### src/rtl/uart_tx_mmio.sv
// Memory-mapped 8N1 UART transmitter: CPU pushes bytes into a small FIFO,
// a shift FSM serialises them; STATUS/DIV are readable with one cycle of latency.
module uart_tx_mmio #(
    parameter logic [31:0] BASE_ADDR = 32'h4000_0000,
    parameter logic [15:0] DIV_RESET = 16'd434,
    parameter int          FIFO_AW   = 3
) (
    input  logic        clk,
    input  logic        rst,
    input  logic        mem_rd_req_i,
    input  logic [31:0] mem_rd_addr_i,
    output logic [31:0] mem_rd_data_o,
    input  logic        mem_wr_req_i,
    input  logic [3:0]  mem_wr_sel_i,
    input  logic [31:0] mem_wr_addr_i,
    input  logic [31:0] mem_wr_data_i,
    output logic        uart_tx_o,
    output logic        tx_empty_o
);
    localparam int                 DEPTH    = 1 << FIFO_AW;
    localparam logic [FIFO_AW:0]   CNT_FULL = (FIFO_AW + 1)'(DEPTH);
    localparam logic [FIFO_AW:0]   CNT_ONE  = (FIFO_AW + 1)'(1);
    localparam logic [FIFO_AW-1:0] PTR_ONE  = FIFO_AW'(1);

    typedef enum logic [1:0] {IDLE, START, DATA, STOP} state_t;

    state_t             state_q;
    logic [7:0]         shift_q;
    logic [2:0]         bit_cnt_q;
    logic [15:0]        baud_q;
    logic               tx_q;
    logic [15:0]        div_q;
    logic               ovf_q;
    logic [31:0]        rd_data_q;
    logic [FIFO_AW:0]   count_q, count_d;
    logic [FIFO_AW-1:0] wr_ptr_q, rd_ptr_q;
    logic [7:0]         fifo_mem [DEPTH];

    logic        wr_hit, rd_hit, push_req, push, pop, ovf_clr;
    logic        fifo_full, fifo_empty, busy, bit_end;
    logic [15:0] div_m1;
    logic [31:0] rd_val;
    logic        unused_bits;

    assign unused_bits = ^{mem_rd_addr_i[11:4], mem_rd_addr_i[1:0],
                           mem_wr_addr_i[11:4], mem_wr_addr_i[1:0], mem_wr_data_i[31:16]};

    assign wr_hit   = mem_wr_req_i && (mem_wr_addr_i[31:12] == BASE_ADDR[31:12]);
    assign rd_hit   = mem_rd_addr_i[31:12] == BASE_ADDR[31:12];
    assign push_req = wr_hit && (mem_wr_addr_i[3:2] == 2'd0) && mem_wr_sel_i[0];
    assign ovf_clr  = wr_hit && (mem_wr_addr_i[3:2] == 2'd1) && mem_wr_sel_i[0] && mem_wr_data_i[3];

    assign fifo_full  = (count_q == CNT_FULL);
    assign fifo_empty = (count_q == '0);
    assign busy       = (state_q != IDLE);
    assign push       = push_req && !fifo_full;
    assign bit_end    = (baud_q == 16'd0);
    // The FSM pops from IDLE, or at the end of a stop bit so frames run back to back.
    assign pop        = !fifo_empty && ((state_q == IDLE) || ((state_q == STOP) && bit_end));
    assign div_m1     = (div_q == 16'd0) ? 16'd0 : div_q - 16'd1;

    assign uart_tx_o     = tx_q;
    assign tx_empty_o    = fifo_empty && !busy;
    assign mem_rd_data_o = rd_data_q;

    always_comb begin
        count_d = count_q;
        if (push && !pop) count_d = count_q + CNT_ONE;
        else if (pop && !push) count_d = count_q - CNT_ONE;
    end

    always_comb begin
        rd_val = 32'd0;
        if (rd_hit) begin
            case (mem_rd_addr_i[3:2])
                2'd1:    rd_val = {{(28 - (FIFO_AW + 1)){1'b0}}, count_q, ovf_q, busy, fifo_empty, fifo_full};
                2'd2:    rd_val = {16'd0, div_q};
                default: rd_val = 32'd0;
            endcase
        end
    end

    always_ff @(posedge clk) begin
        if (push) fifo_mem[wr_ptr_q] <= mem_wr_data_i[7:0];
    end

    always_ff @(posedge clk or negedge rst) begin
        if (!rst) begin
            count_q   <= '0;
            wr_ptr_q  <= '0;
            rd_ptr_q  <= '0;
            ovf_q     <= 1'b0;
            div_q     <= DIV_RESET;
            rd_data_q <= 32'd0;
        end else begin
            count_q <= count_d;
            if (push) wr_ptr_q <= wr_ptr_q + PTR_ONE;
            if (pop)  rd_ptr_q <= rd_ptr_q + PTR_ONE;
            if (push_req && fifo_full) ovf_q <= 1'b1;
            else if (ovf_clr)          ovf_q <= 1'b0;
            if (wr_hit && (mem_wr_addr_i[3:2] == 2'd2)) begin
                if (mem_wr_sel_i[0]) div_q[7:0]  <= mem_wr_data_i[7:0];
                if (mem_wr_sel_i[1]) div_q[15:8] <= mem_wr_data_i[15:8];
            end
            if (mem_rd_req_i) rd_data_q <= rd_val;
        end
    end

    always_ff @(posedge clk or negedge rst) begin
        if (!rst) begin
            state_q   <= IDLE;
            shift_q   <= 8'd0;
            bit_cnt_q <= 3'd0;
            baud_q    <= 16'd0;
            tx_q      <= 1'b1;
        end else begin
            case (state_q)
                IDLE: begin
                    tx_q <= 1'b1;
                    if (pop) begin
                        shift_q <= fifo_mem[rd_ptr_q];
                        baud_q  <= div_m1;
                        tx_q    <= 1'b0;
                        state_q <= START;
                    end
                end
                START: begin
                    if (bit_end) begin
                        baud_q    <= div_m1;
                        bit_cnt_q <= 3'd0;
                        tx_q      <= shift_q[0];
                        state_q   <= DATA;
                    end else begin
                        baud_q <= baud_q - 16'd1;
                    end
                end
                DATA: begin
                    if (bit_end) begin
                        baud_q <= div_m1;
                        if (bit_cnt_q == 3'd7) begin
                            tx_q    <= 1'b1;
                            state_q <= STOP;
                        end else begin
                            bit_cnt_q <= bit_cnt_q + 3'd1;
                            shift_q   <= {1'b0, shift_q[7:1]};
                            tx_q      <= shift_q[1];
                        end
                    end else begin
                        baud_q <= baud_q - 16'd1;
                    end
                end
                STOP: begin
                    if (bit_end) begin
                        if (pop) begin
                            shift_q <= fifo_mem[rd_ptr_q];
                            baud_q  <= div_m1;
                            tx_q    <= 1'b0;
                            state_q <= START;
                        end else begin
                            state_q <= IDLE;
                        end
                    end else begin
                        baud_q <= baud_q - 16'd1;
                    end
                end
                default: state_q <= IDLE;
            endcase
        end
    end
endmodule

### config.mk
export PLATFORM = sky130hd
export DESIGN_NAME = uart_tx_mmio
export DESIGN_NICKNAME = d
export VERILOG_FILES = /design/src/rtl/uart_tx_mmio.sv
export SDC_FILE = /design/constraint.sdc
export NUM_CORES = 1
export LEC_CHECK = 0
export ABC_CLOCK_PERIOD_IN_PS = 3100
export CORE_MARGIN = 1
export CORE_UTILIZATION = 48
export DETAILED_ROUTE_END_ITERATION = 7
export GPL_TIMING_DRIVEN = 1
export HOLD_SLACK_MARGIN = 0.12
export PLACE_DENSITY = 0.84
export SLEW_MARGIN = 20
export SYNTH_ARGS = -nofsm -noshare
export SYNTH_HDL_FRONTEND = slang
export SYNTH_SLANG_ARGS = --single-unit
### constraint.sdc
create_clock -name clk -period 3.1 [get_ports clk]
set_input_delay 0.465 -clock clk [delete_from_list [all_inputs] [get_ports clk]]
set_output_delay 0.465 -clock clk [all_outputs]
set_load 0.01 [all_outputs]
# ---- Yosys cells after proc, flatten, opt, wreduce, memory -nomap -nowiden
# Memories as Yosys holds them, arrays and structs flattened.
# Index checks and enable logic that the tools add are counted.
dict set report totals {
  ramBits 64
  wordCells 111
  input_bits 104
  regBits 89
  mem_count 1
  out_inout_bits 34
}
# memory depth word_bits rd rd_ports_with_merged_regs write_ports line
set mem_list {}
lappend mem_list {fifo_mem 8 8 1 0 1 37} ;# logic [7:0] fifo_mem [DEPTH];
dict set report classes {
  n_reduce_logical 37
  n_mux 36
  n_addsub 7
  n_eq_ne 18
}
# operator n
set ops {}
lappend ops {{$mux 16} 5}
lappend ops {{$pmux 16 s3} 1}
lappend ops {{$eq 20x19->1 const B} 2}
lappend ops {{$logic_not 16->1} 2}
lappend ops {{$mux 8} 4}
lappend ops {{$pmux 16 s2} 1}
lappend ops {{$sub 16x1->16 const B} 2}
lappend ops {{$pmux 8 s3} 1}
lappend ops {{$logic_and 1x1->1} 14}
lappend ops {{$ne 2x2->1 const B} 7}
lappend ops {{$reduce_and 4->1} 3}
lappend ops {{$mux 1} 11}
lappend ops {{$mux 2} 5}
lappend ops {{$add 3x1->3 const B} 3}
lappend ops {{$mux 3} 3}
lappend ops {{$eq 2x2->1 const B} 4}
lappend ops {{$mux 4} 2}
lappend ops {{$pmux 2 s4} 1}
lappend ops {{$reduce_bool 2->1} 4}
lappend ops {{$eq 2x1->1 const B} 3}
lappend ops {{$pmux 3 s2} 1}
lappend ops {{$logic_not 1->1} 5}
lappend ops {{$reduce_and 5->1} 1}
lappend ops {{$add 4x1->4 const B} 1}
lappend ops {{10 further kinds} 12}

# ---- Logic depth before layout (Yosys ltp)
dict set report depth {
  word_depth 9
  depth_mapped 18
  mapped_depth_nobuf 14
}

# ---- Worst setup path before layout
# OpenSTA, ideal clock, no wires.
dict set report synth_path {
  path_kind {register -> register}
  start {register baud_q[0]}
  end {register count_q[3]}
  synth_period_minus_slack_ns 3.027
  setup_slack_ns 0.073
  path_buffers 4
  required_ns 2.975
  setup_ns 0.125
  stages_incl_launch_ff 19
  arrival_time_ns 2.902
  cell_sequence {dfrtp_1 -> inv_1 -> ha_1 -> nor4b_1 -> and4_1 -> buf_4 -> a22o_4 -> buf_6 -> inv_2 -> buf_6 -> buf_6 -> ha_1 -> inv_1 -> ha_1 -> a21o_1 -> a21oi_1 -> xnor2_1 -> nor2_1 -> xor2_1}
}
dict set report synth_via {
  elab_chain_len 7
  word_cells_on_any_way 9
  cone_classes {1 x mux; 8 x reduce/logical}
}
# element line
set synth_rtl {}
lappend synth_rtl {{start, declared} 30} ;# logic [15:0] baud_q;
lappend synth_rtl {{start signal, assigned} 122} ;# baud_q <= div_m1;
lappend synth_rtl {{start signal, assigned} 129} ;# baud_q <= div_m1;
lappend synth_rtl {{start signal, assigned} 134} ;# baud_q <= baud_q - 16'd1;
lappend synth_rtl {{$logic_not 16->1 *} 57} ;# assign bit_end = (baud_q == 16'd0);
lappend synth_rtl {{$logic_and 1x1->1 *} 59} ;# assign pop = !fifo_empty && ((state_q == IDLE) || ((state_q == STOP) && bit_end));
lappend synth_rtl {{$logic_or 1x1->1 *} 59}
lappend synth_rtl {{$logic_and 1x1->1 *} 59}
lappend synth_rtl {{$logic_not 1->1} 68} ;# if (push && !pop) count_d = count_q + CNT_ONE;
lappend synth_rtl {{$logic_and 1x1->1} 68}
lappend synth_rtl {{$mux 4 / $reduce_bool 2->1 (equally long branches)} --}
lappend synth_rtl {{end signal, assigned} 96} ;# count_q <= count_d;
lappend synth_rtl {{end, declared} 35} ;# logic [FIFO_AW:0] count_q, count_d;
# Every way passes the cells marked *; elsewhere a longest branch is shown, timed or not.
# A chain may end at the register's enable or synchronous reset.

# ---- Worst setup path after layout
dict set report layout_path {
  start {register count_q[0]}
  end {register count_q[3]}
}
dict set report layout_via {
  elab_chain_len 6
  word_cells_on_any_way 15
  cone_classes {2 x add/sub; 1 x eq/ne; 2 x mux; 10 x reduce/logical}
}
# element
set layout_rtl {}
lappend layout_rtl {{parallel branches: the longest is 6 deep, another holds $sub 4x1->4}}
# Parallel ways; which one is timed is not known. The select of a mux whose other input is x is not followed.

==> impl_metrics.env <==
export IMPL_drv_cap=0
export IMPL_cts_root_buf="clkbuf_16"
export IMPL_gp_congestion=0.923
export IMPL_final_layout_size_suffix_gt1_frac=0.172
export IMPL_synthToLayoutAreaGrowth_pct=22.2
export IMPL_row_count=44
export IMPL_grt_ovfl_total=0
export IMPL_grt_first_pass_wirelength_um=30300
export IMPL_timing_final_crit_share=0.941
export IMPL_wl_um=18500
export IMPL_place_area_um2=8390
export IMPL_yosysTopAreaCellShare=0.262
export IMPL_reg2regPathDepth=13
export IMPL_synth_area_top_cells="edfxtp_1 26%, dfrtp_1 23%, mux4_2 4.9%, ha_1 2.9%, mux2_2 2.5%"
export IMPL_hp_class="in -> async"
export IMPL_drt_iter0_drc=485
export IMPL_avgSynthCellArea_um2=11.6
export IMPL_clock_sinks=137
export IMPL_antenna_found_initial=0
export IMPL_track_usage=0.245
export IMPL_post_route_util=0.608
export IMPL_crit_start="count_q[0]"
export IMPL_cts_buffers=17
export IMPL_io_pins=138
export IMPL_ant_nets=0
export IMPL_yosys_top_cells_count="67 x dfrtp_1, 64 x edfxtp_1, 41 x nor2_1"
export IMPL_ys_flop_type="dfrtp_1"
export IMPL_htreeDepth=4
export IMPL_drt_vias_per_instance=6.28
export IMPL_seq_area_frac_synth=0.511
export IMPL_wire_per_inst_um=20.0
export IMPL_die_w_um=126
export IMPL_fin_crit_ns=2.92
export IMPL_worst_r2r_startpoint="count_q[0]"
export IMPL_synth_area_um2=7350
export IMPL_max_freq_ghz=0.343
export IMPL_postCtsHoldBufs=0
export IMPL_finClkSkew_ns=0.00709
export IMPL_leakage_nw=3.38
export IMPL_wl_met1_um=7490
export IMPL_clk_latency_ns=0.42
export IMPL_dp_hpwl_um=12600
export IMPL_synth_cells=635
export IMPL_wl_met2_um=9270
export IMPL_arrival_ns=3.22
export IMPL_cts_buffer_depth=2
export IMPL_dr_wl_met3_um=1270
export IMPL_r2r_slack_ns=0.18
export IMPL_core_area_um2=14800
export IMPL_required_ns=3.40
export IMPL_setup_viol=0
export IMPL_yosys_register_bits=137
export IMPL_hold_viol=0
export IMPL_tritoncts="done"
export IMPL_synthArstFlopShare=0.533
export IMPL_critical_path_class="reg -> reg"
export IMPL_die_area_um2=15800
export IMPL_yosysMostFrequentCell="dfrtp_1"
export IMPL_ys_warn_count=0
export IMPL_grt_pass1_vias=5959
export IMPL_synth_distinct_cells=75
export IMPL_rsz0062_at_grt="no"
export IMPL_top_layer_used="met4"
export IMPL_synth_edf_count=64
export IMPL_power_density_nw_per_um2=495
export IMPL_start_util=0.498
export IMPL_outcome="complete, no violations"
export IMPL_finalInstanceArea_um2=8980
export IMPL_power_mw=4.44
export IMPL_drt_first_pass_iters=5
export IMPL_antenna_cells=0
export IMPL_worstMarginPinSlew_ns=0.943
export IMPL_nNetsFinal=849
export IMPL_finalSetupTns_ns=0
export IMPL_timing_rr_end="count_q[3]"
export IMPL_yosysTopAreaCell="edfxtp_1"
export IMPL_critPathCapture="count_q[3]"
export IMPL_portBuffers=83
export IMPL_path_clk_slew_ns=0.06
export IMPL_cp_start_kind="register"
export IMPL_ir_drop_uv=334
export IMPL_grt_max_degree=74
export IMPL_end_kind="register"
export IMPL_die_y_um=126
export IMPL_drv_slew=0
export IMPL_maxSlewHeadroom=0.371
export IMPL_fill_cells=1087
export IMPL_path_max_fanout=7
export IMPL_routed_via_count=5806
export IMPL_drc_errors=0
## metal layers
metal / GRT usage / vias to the layer above
met3: 0.0467 / 44
met4: 0.111 / 0
li1: - / 2603
met1: 0.309 / 2852
met2: 0.413 / 307
met5: 0 / -
## worst max-delay path, cell delays in order (launching register included)
cell     delay, ns
dfrtp_1       0.51
nor4_2        0.39
buf_4         0.21
nor2_1        0.09
a22o_4        0.24
inv_2         0.08
ha_1          0.18
inv_1         0.07
ha_1          0.27
a21o_1        0.18
a21oi_1       0.19
xnor2_1       0.15
nor2_1        0.07
xor2_1        0.15
## cell type report
class	count	area [µm²]	area share
Multi-Input combinational cell	434	3280	0.365
Clock inverter	15	140	0.0156
Clock buffer	17	425	0.0474
Timing Repair Buffer	114	1060	0.118
Inverter	23	86.3	0.00962
Tap cell	184	230	0.0256
Sequential cell	137	3760	0.418
## repair_timing
item / in CTS / in global routing
endpoints found under the setup margin: 0 / 1
resized for setup: 0 / 4
setup buffers: 0 / 0
endpoints found under the hold margin: 0 / 0
## registers in the layout (all words and copies together) (netlist names), 3 cells and up
| register | count |
|---|---|
| baud_q | 16 |
| shift_q | 8 |
| wr_ptr_q | 3 |
| bit_cnt_q | 3 |
| mem_rd_data_o | 16 |
| count_q | 4 |
| fifo_mem | 64 |
| div_q | 16 |
| rd_ptr_q | 3 |
## worst min-delay path by stage
stage	cells past startpoint	endpoint	slack (ns)
floorplan	0	baud_q[0]	0.17
global placement	1	mem_rd_data_o[0]	0.48
detailed placement	1	mem_rd_data_o[2]	0.48
CTS	1	bit_cnt_q[1]	0.22
global route	1	shift_q[2]	0.25
finish	1	shift_q[2]	0.18
## report_power, final
group | switching (mW) | internal (mW) | total, mW
combinational | 0.272 | 0.232 | 0.504
sequential | 0.0450 | 1.94 | 1.99
clock | 0.831 | 1.12 | 1.95
total | 1.15 | 3.29 | 4.44
## per-stage QoR
stage / hold slack, ns / instances / setup slack [ns]
after floorplan: 0.169 / 650 / 0.0731
after global placement: 0.480 / 892 / -0.0154
after detailed placement: 0.478 / 892 / -0.114
after CTS: 0.216 / 924 / 0.122
after global routing: 0.251 / 924 / 0.0172
final: 0.178 / 924 / 0.184
## kinds of logic (layout without fill, tap and decap cells)
logic type	after synthesis	count (layout)	share of synthesized area
multiplexers	45	45	0.0915
AO/OA/AOI/OAI	147	147	0.148
flip-flops	137	137	0.511
buffers and inverters	79	169	0.0533
adder cells (fa/ha/maj)	18	18	0.0317
AND/OR/NAND/NOR	187	187	0.139
XOR/XNOR	21	21	0.0250
other	1	16	0.000510
## cells in the final DEF (no fill, tap or decap), types with 5 or more instances in the layout
cell type / instances
xnor2_1: 15
ha_1: 17
edfxtp_1: 64
o32ai_1: 5
clkbuf_16: 17
nand4_1: 8
conb_1: 16
nand3_1: 22
a22o_1: 14
nand2_1: 34
o31ai_1: 6
inv_1: 20
dfstp_2: 6
xor2_1: 6
clkdlybuf4s50_1: 82
mux2_2: 16
nor3_1: 14
mux4_2: 16
mux2i_1: 12
buf_4: 32
o221a_2: 8
nor2_1: 41
o2bb2ai_1: 12
a22oi_1: 13
dfrtp_1: 67
nand2b_1: 6
a21oi_1: 26
nor4_1: 19
o21ai_0: 20
inv_6: 5
or4_1: 7
or3_1: 8
No activity file was read; power rests on OpenSTA's default activity.
